===== src/rtl/pipeline_hazard_ctrl.sv =====
// Stall/flush sequencer for the 5-stage pipeline. It covers load-use, redirect and trap
// hazards and multi-cycle I/D-cache miss waits, with saturating stall/redirect counters.
//   state | meaning
//   RUN   | normal issue, single-cycle hazard handling
//   IMISS | waiting on I-cache refill; downstream keeps draining
//   DMISS | waiting on D-cache refill; IF..MEM frozen, bubble into WB
module pipeline_hazard_ctrl #(
  parameter int STALL_CNT_W = 32,
  parameter int FLUSH_CNT_W = 16
) (
  input  logic                   clk,
  input  logic                   rst,
  input  logic [4:0]             id_rs1,
  input  logic [4:0]             id_rs2,
  input  logic                   id_uses_rs1,
  input  logic                   id_uses_rs2,
  input  logic                   ex_is_load,
  input  logic [4:0]             ex_rd,
  input  logic                   ex_redirect,
  input  logic                   mem_trap,
  input  logic                   icache_miss,
  input  logic                   icache_ready,
  input  logic                   dcache_miss,
  input  logic                   dcache_ready,
  output logic                   stall_if_id,
  output logic                   stall_id_ex,
  output logic                   stall_ex_mem,
  output logic                   stall_mem_wb,
  output logic                   flush_if_id,
  output logic                   flush_id_ex,
  output logic                   flush_ex_mem,
  output logic                   flush_mem_wb,
  output logic                   pc_stall,
  output logic [1:0]             pc_sel,
  output logic                   icache_abort,
  output logic [1:0]             ctrl_state,
  output logic [STALL_CNT_W-1:0] stall_cycles,
  output logic [FLUSH_CNT_W-1:0] redirect_count
);

  typedef enum logic [1:0] {
    RUN   = 2'd0,
    IMISS = 2'd1,
    DMISS = 2'd2
  } state_t;

  state_t state, state_nxt;
  logic   lu;

  assign lu = ex_is_load && (ex_rd != 5'd0) &&
              ((id_uses_rs1 && (ex_rd == id_rs1)) || (id_uses_rs2 && (ex_rd == id_rs2)));

  assign ctrl_state = state;

  always_ff @(posedge clk) begin
    if (rst) state <= RUN;
    else     state <= state_nxt;
  end

  // A refill completing under a load-use still returns to RUN; the held fetch simply re-hits.
  always_comb begin
    state_nxt = state;
    case (state)
      RUN, IMISS: begin
        if (mem_trap)            state_nxt = RUN;
        else if (dcache_miss)    state_nxt = DMISS;
        else if (ex_redirect)    state_nxt = RUN;
        else if (state == IMISS) begin
          if (icache_ready) state_nxt = RUN;
        end
        else if (!lu && icache_miss) state_nxt = IMISS;
      end
      DMISS: begin
        if (dcache_ready) state_nxt = icache_miss ? IMISS : RUN;
      end
      default: state_nxt = RUN;
    endcase
  end

  always_comb begin
    stall_if_id  = 1'b0;
    stall_id_ex  = 1'b0;
    stall_ex_mem = 1'b0;
    stall_mem_wb = 1'b0;
    flush_if_id  = 1'b0;
    flush_id_ex  = 1'b0;
    flush_ex_mem = 1'b0;
    flush_mem_wb = 1'b0;
    pc_stall     = 1'b0;
    pc_sel       = 2'd0;
    icache_abort = 1'b0;
    if (rst) begin
      pc_stall = 1'b1;
    end else if (state == DMISS) begin
      if (!dcache_ready) begin
        stall_if_id  = 1'b1;
        stall_id_ex  = 1'b1;
        stall_ex_mem = 1'b1;
        flush_mem_wb = 1'b1;
        pc_stall     = 1'b1;
      end
    end else if (mem_trap) begin
      flush_if_id  = 1'b1;
      flush_id_ex  = 1'b1;
      flush_ex_mem = 1'b1;
      flush_mem_wb = 1'b1;
      pc_sel       = 2'd2;
      icache_abort = (state == IMISS);
    end else if (dcache_miss) begin
      stall_if_id  = 1'b1;
      stall_id_ex  = 1'b1;
      stall_ex_mem = 1'b1;
      flush_mem_wb = 1'b1;
      pc_stall     = 1'b1;
    end else if (ex_redirect) begin
      flush_if_id  = 1'b1;
      flush_id_ex  = 1'b1;
      pc_sel       = 2'd1;
      icache_abort = (state == IMISS);
    end else if (lu) begin
      stall_if_id = 1'b1;
      flush_id_ex = 1'b1;
      pc_stall    = 1'b1;
    end else if (state == IMISS) begin
      if (!icache_ready) begin
        flush_if_id = 1'b1;
        pc_stall    = 1'b1;
      end
    end else if (icache_miss) begin
      flush_if_id = 1'b1;
      pc_stall    = 1'b1;
    end
  end

  always_ff @(posedge clk) begin
    if (rst) begin
      stall_cycles   <= '0;
      redirect_count <= '0;
    end else begin
      if (pc_stall && (stall_cycles != {STALL_CNT_W{1'b1}}))
        stall_cycles <= stall_cycles + STALL_CNT_W'(1);
      if ((pc_sel != 2'd0) && (redirect_count != {FLUSH_CNT_W{1'b1}}))
        redirect_count <= redirect_count + FLUSH_CNT_W'(1);
    end
  end

endmodule


===== config.mk =====
export PLATFORM = sky130hd
export DESIGN_NAME = pipeline_hazard_ctrl
export DESIGN_NICKNAME = d
export VERILOG_FILES = /design/src/rtl/pipeline_hazard_ctrl.sv
export SDC_FILE = /design/constraint.sdc
export NUM_CORES = 1
export LEC_CHECK = 0
export CORE_ASPECT_RATIO = 1.4
export CORE_MARGIN = 4
export CORE_UTILIZATION = 50
export DETAILED_ROUTE_END_ITERATION = 8
export GPL_TIMING_DRIVEN = 0
export PLACE_DENSITY = 0.9
export SLEW_MARGIN = 10
export SYNTH_ARGS = -nofsm -noshare
export SYNTH_HDL_FRONTEND = slang
export SYNTH_SLANG_ARGS = --single-unit

===== constraint.sdc =====
create_clock -name clk -period 8.1 [get_ports clk]
set_input_delay 2.43 -clock clk [delete_from_list [all_inputs] [get_ports clk]]
set_output_delay 2.43 -clock clk [all_outputs]
set_load 0.1 [all_outputs]

==> flow_metrics.tcl <==
set metrics [dict create \
    status "finished clean" \
    holdWs_ps 504.3 \
    drive_gt1_frac 0.07346 \
    via_count 2703 \
    multiInputGateArea_sq_um 1594 \
    post_cts_resized 0 \
    synth_edf_count 0 \
    post-dp-hpwl_microns 5441 \
    fin_nets 449 \
    route.detailed.drc 0 \
    ys_top_cells_by_count "nor2_1 (56), dfxtp_1 (50), xnor2_1 (39)" \
    grt_pass1_wl_microns 11580 \
    critPathTopFamily "buffers and inverters" \
    port_buffers 85 \
    clock.fmax_mhz 126.4 \
    worstReg2RegEnd "stall_cycles[29]" \
    post-route-period-util 0.9768 \
    fin_skew_ps 9.516 \
    clk_transition_reported_paths_ps 90 \
    cts.repair_timing.setup_buffer_count 0 \
    fill_cells 417 \
    slew_viol_final 0 \
    io_pins 88 \
    path_buf_inv 5 \
    hold_violations 0 \
    antenna_found_initial 0 \
    rr_worst_depth 8 \
    start_kind "input pin" \
    cp_data_arrival_time_ps 5480 \
    cts_inserted_buffers 5 \
    whs_path_depth 2 \
    htree_levels 2 \
    n_antenna_cell 0 \
    drt_pass1_iterations 4 \
    synth_area_per_cell_sq_um 8.237 \
    synth_area_sq_um 2710 \
    r2r_slack_ps 5840 \
    routed_via_density 5.539 \
    crit_required_ps 5670 \
    cp-end-kind "primary output" \
    rsz0062_at_grt "false" \
    cts_tree "yes" \
    holdCritStartpoint "redirect_count[1]" \
    r2r-start "stall_cycles[9]" \
    hold_path_class "reg -> reg" \
    min_period_ps 7912 \
    synth_ff_type "dfxtp_1" \
    fin_util 0.7193 \
    synth_cell_types 47 \
    ys_seq_elements 50 \
    fp.coreArea_sq_um 5197 \
    gp_congestion 0.8383 \
    antenna_left 0 \
    power.leakage_uw 0.001282 \
    power_density_nw_per_um2 140.5 \
    die_area_sq_um 6679 \
    wire_per_inst_microns 14.45 \
    drt_iter0_markers 244 \
    yosys.area.top_type_share 0.3693 \
    yosysTopAreaCell "dfxtp_1" \
    ys_top_cells_by_area "dfxtp_1 (37%), xnor2_1 (13%), nor2_1 (7.8%), nand3_1 (3.9%), nor3_1 (3.7%)" \
    clockBufferDepth 2 \
    crit_path_cell_trace "clkdlybuf4s50_1 -> or4_1 -> o21ai_1 -> inv_1 -> a211oi_4 -> buf_6 -> buf_4 -> nor2_1 -> clkdlybuf4s50_1" \
    syn_inst 329 \
    yosysSeqAreaShare 0.3693 \
    seqCellArea_sq_um 1001 \
    grt_max_degree 16 \
    yosys.cell_count.top_type "nor2_1" \
    area_growth_pct 37.95 \
    rows 31 \
    routed_wl_microns 7050 \
    setup_violations 0 \
    finalSetupTns_ps 0 \
    worstSkewPairLatency_ps 300 \
    cp_slowest_stage_delay_ps 980 \
    async_flop_share 0 \
    cp_common_cell "clkdlybuf4s50_1" \
    irDropWorstVdd_mv 0.1272 \
    slew_headroom 0.3354 \
    die_w_microns 70.22 \
    initial_core_util 0.5214 \
    grt-ovfl-total 0 \
    ctsHoldBuffers 0 \
    ys_warn_count 0 \
    synth_nets 357 \
    gr-usage-all-layers 0.2118 \
    crit_type "in -> out" \
    die_y_microns 95.11 \
    cts.sinks 50 \
    worstMarginPinSlew_ps 993.8 \
    cts_root_buf "clkbuf_8" \
    first_global_vias 2738 \
    drv_cap 0 \
    critical_path_peak_fanout 10 \
    hold_path_end "redirect_count[1]" \
    cp_slowest_cell "clkdlybuf4s50_1" \
]
## placed cells by master (no fill, tap or decap), types with 2 or more instances in the layout
cell type        synthesis  final
nand2_1                 26     26
clkdlybuf4s50_1          0     85
clkbuf_8                 0      6
o21ai_0                  3      3
nor2b_1                  3      3
nand4_1                 11     11
nor3_1                  20     20
nor3b_2                  2      2
nor3b_1                  3      3
nand2b_1                 3      3
ha_1                     2      2
and4_4                   4      4
and4_1                   3      3
o21a_1                   2      2
xnor2_1                 39     39
a21oi_1                 11     11
nor4_1                   4      4
and3_1                   8      8
buf_4                    5      5
or3_1                    2      2
inv_1                    6      6
a31oi_1                  2      2
dfxtp_1                 50     50
nor2_1                  56     56
a21o_1                   4      4
clkbuf_1                 6      6
xor2_1                  10     10
buf_2                    2      2
buf_6                    2      2
nand3_1                 21     21
## kinds of logic (layout without fill, tap and decap cells)
logic type,Yosys count,count (layout),share of synthesized area
DFF,50,50,0.3693
buffers and inverters,21,114,0.04247
other,1,1,0.001384
AOI/OAI and AO/OA,31,31,0.07756
xor gates and xnor gates,49,49,0.1584
muxes,1,1,0.005539
and+or+nand+nor,174,174,0.3361
adders and majority gates,2,2,0.009232
## metrics by stage
stage               instance area [sq um]  power [uW]  setup WS (ps)  std cells
floorplan                            2710       342.7          765.0        329
global placement                     3643       377.0          258.0        480
detailed placement                   3643       379.0          169.3        480
CTS                                  3739       527.8          171.8        488
global route                         3739       545.2          68.74        488
finish                               3739       525.4          188.2        488
## worst reg2reg max path, stage by stage (launching register included)
cell     delay [ps]
dfxtp_1         370
and4_4          200
and3_1          230
and4_4          230
a31o_1          220
buf_6           150
nor4_4          410
a21oi_1         130
a31o_2          220
## flip-flops by register name, summed over array words and instances (netlist names)
register	flops
stall_cycles	32
redirect_count	16
ctrl_state	2
## how the worst max path moves through the flow
stage                     startpoint  depth (start not counted)            to  slack, ps
after global routing        ex_rd[1]                          9      pc_stall         70
after detailed placement    ex_rd[1]                          9      pc_stall        170
after global placement      ex_rd[1]                          9      pc_stall        260
final                       ex_rd[1]                          9      pc_stall        190
after floorplan                  rst                          3  icache_abort        760
after CTS                   ex_rd[1]                          9      pc_stall        170
## report_power, final
| part | leakage, uW | internal [uW] | switching [uW] |
|---|---|---|---|
| logic | 0.000831 | 37.4 | 83.1 |
| registers | 0.000403 | 249 | 4.32 |
| clock network | 0.0000472 | 68.8 | 83.0 |
## metal layers
| metal | global-route usage | wire length [microns] | vias to the layer above |
|---|---|---|---|
| met2 | 0.4234 | 3826 | 106 |
| met1 | 0.1990 | 2569 | 1268 |
| met4 | 0.08626 | 185 | 0 |
| li1 | - | - | 1310 |
| met3 | 0.05802 | 468 | 19 |
| met5 | 0 | 0 | - |
## cell type report
cell class                      instances  area share
Clock inverter                          2    0.003347
Tap cell                               66     0.02209
Buffer                                 15     0.02477
Timing Repair Buffer                   85      0.2276
Clock buffer                            6     0.02209
Sequential cell                        50      0.2677
Multi-Input combinational cell        258      0.4264
Inverter                                6    0.006024
No activity file was read; power rests on OpenSTA's default activity.
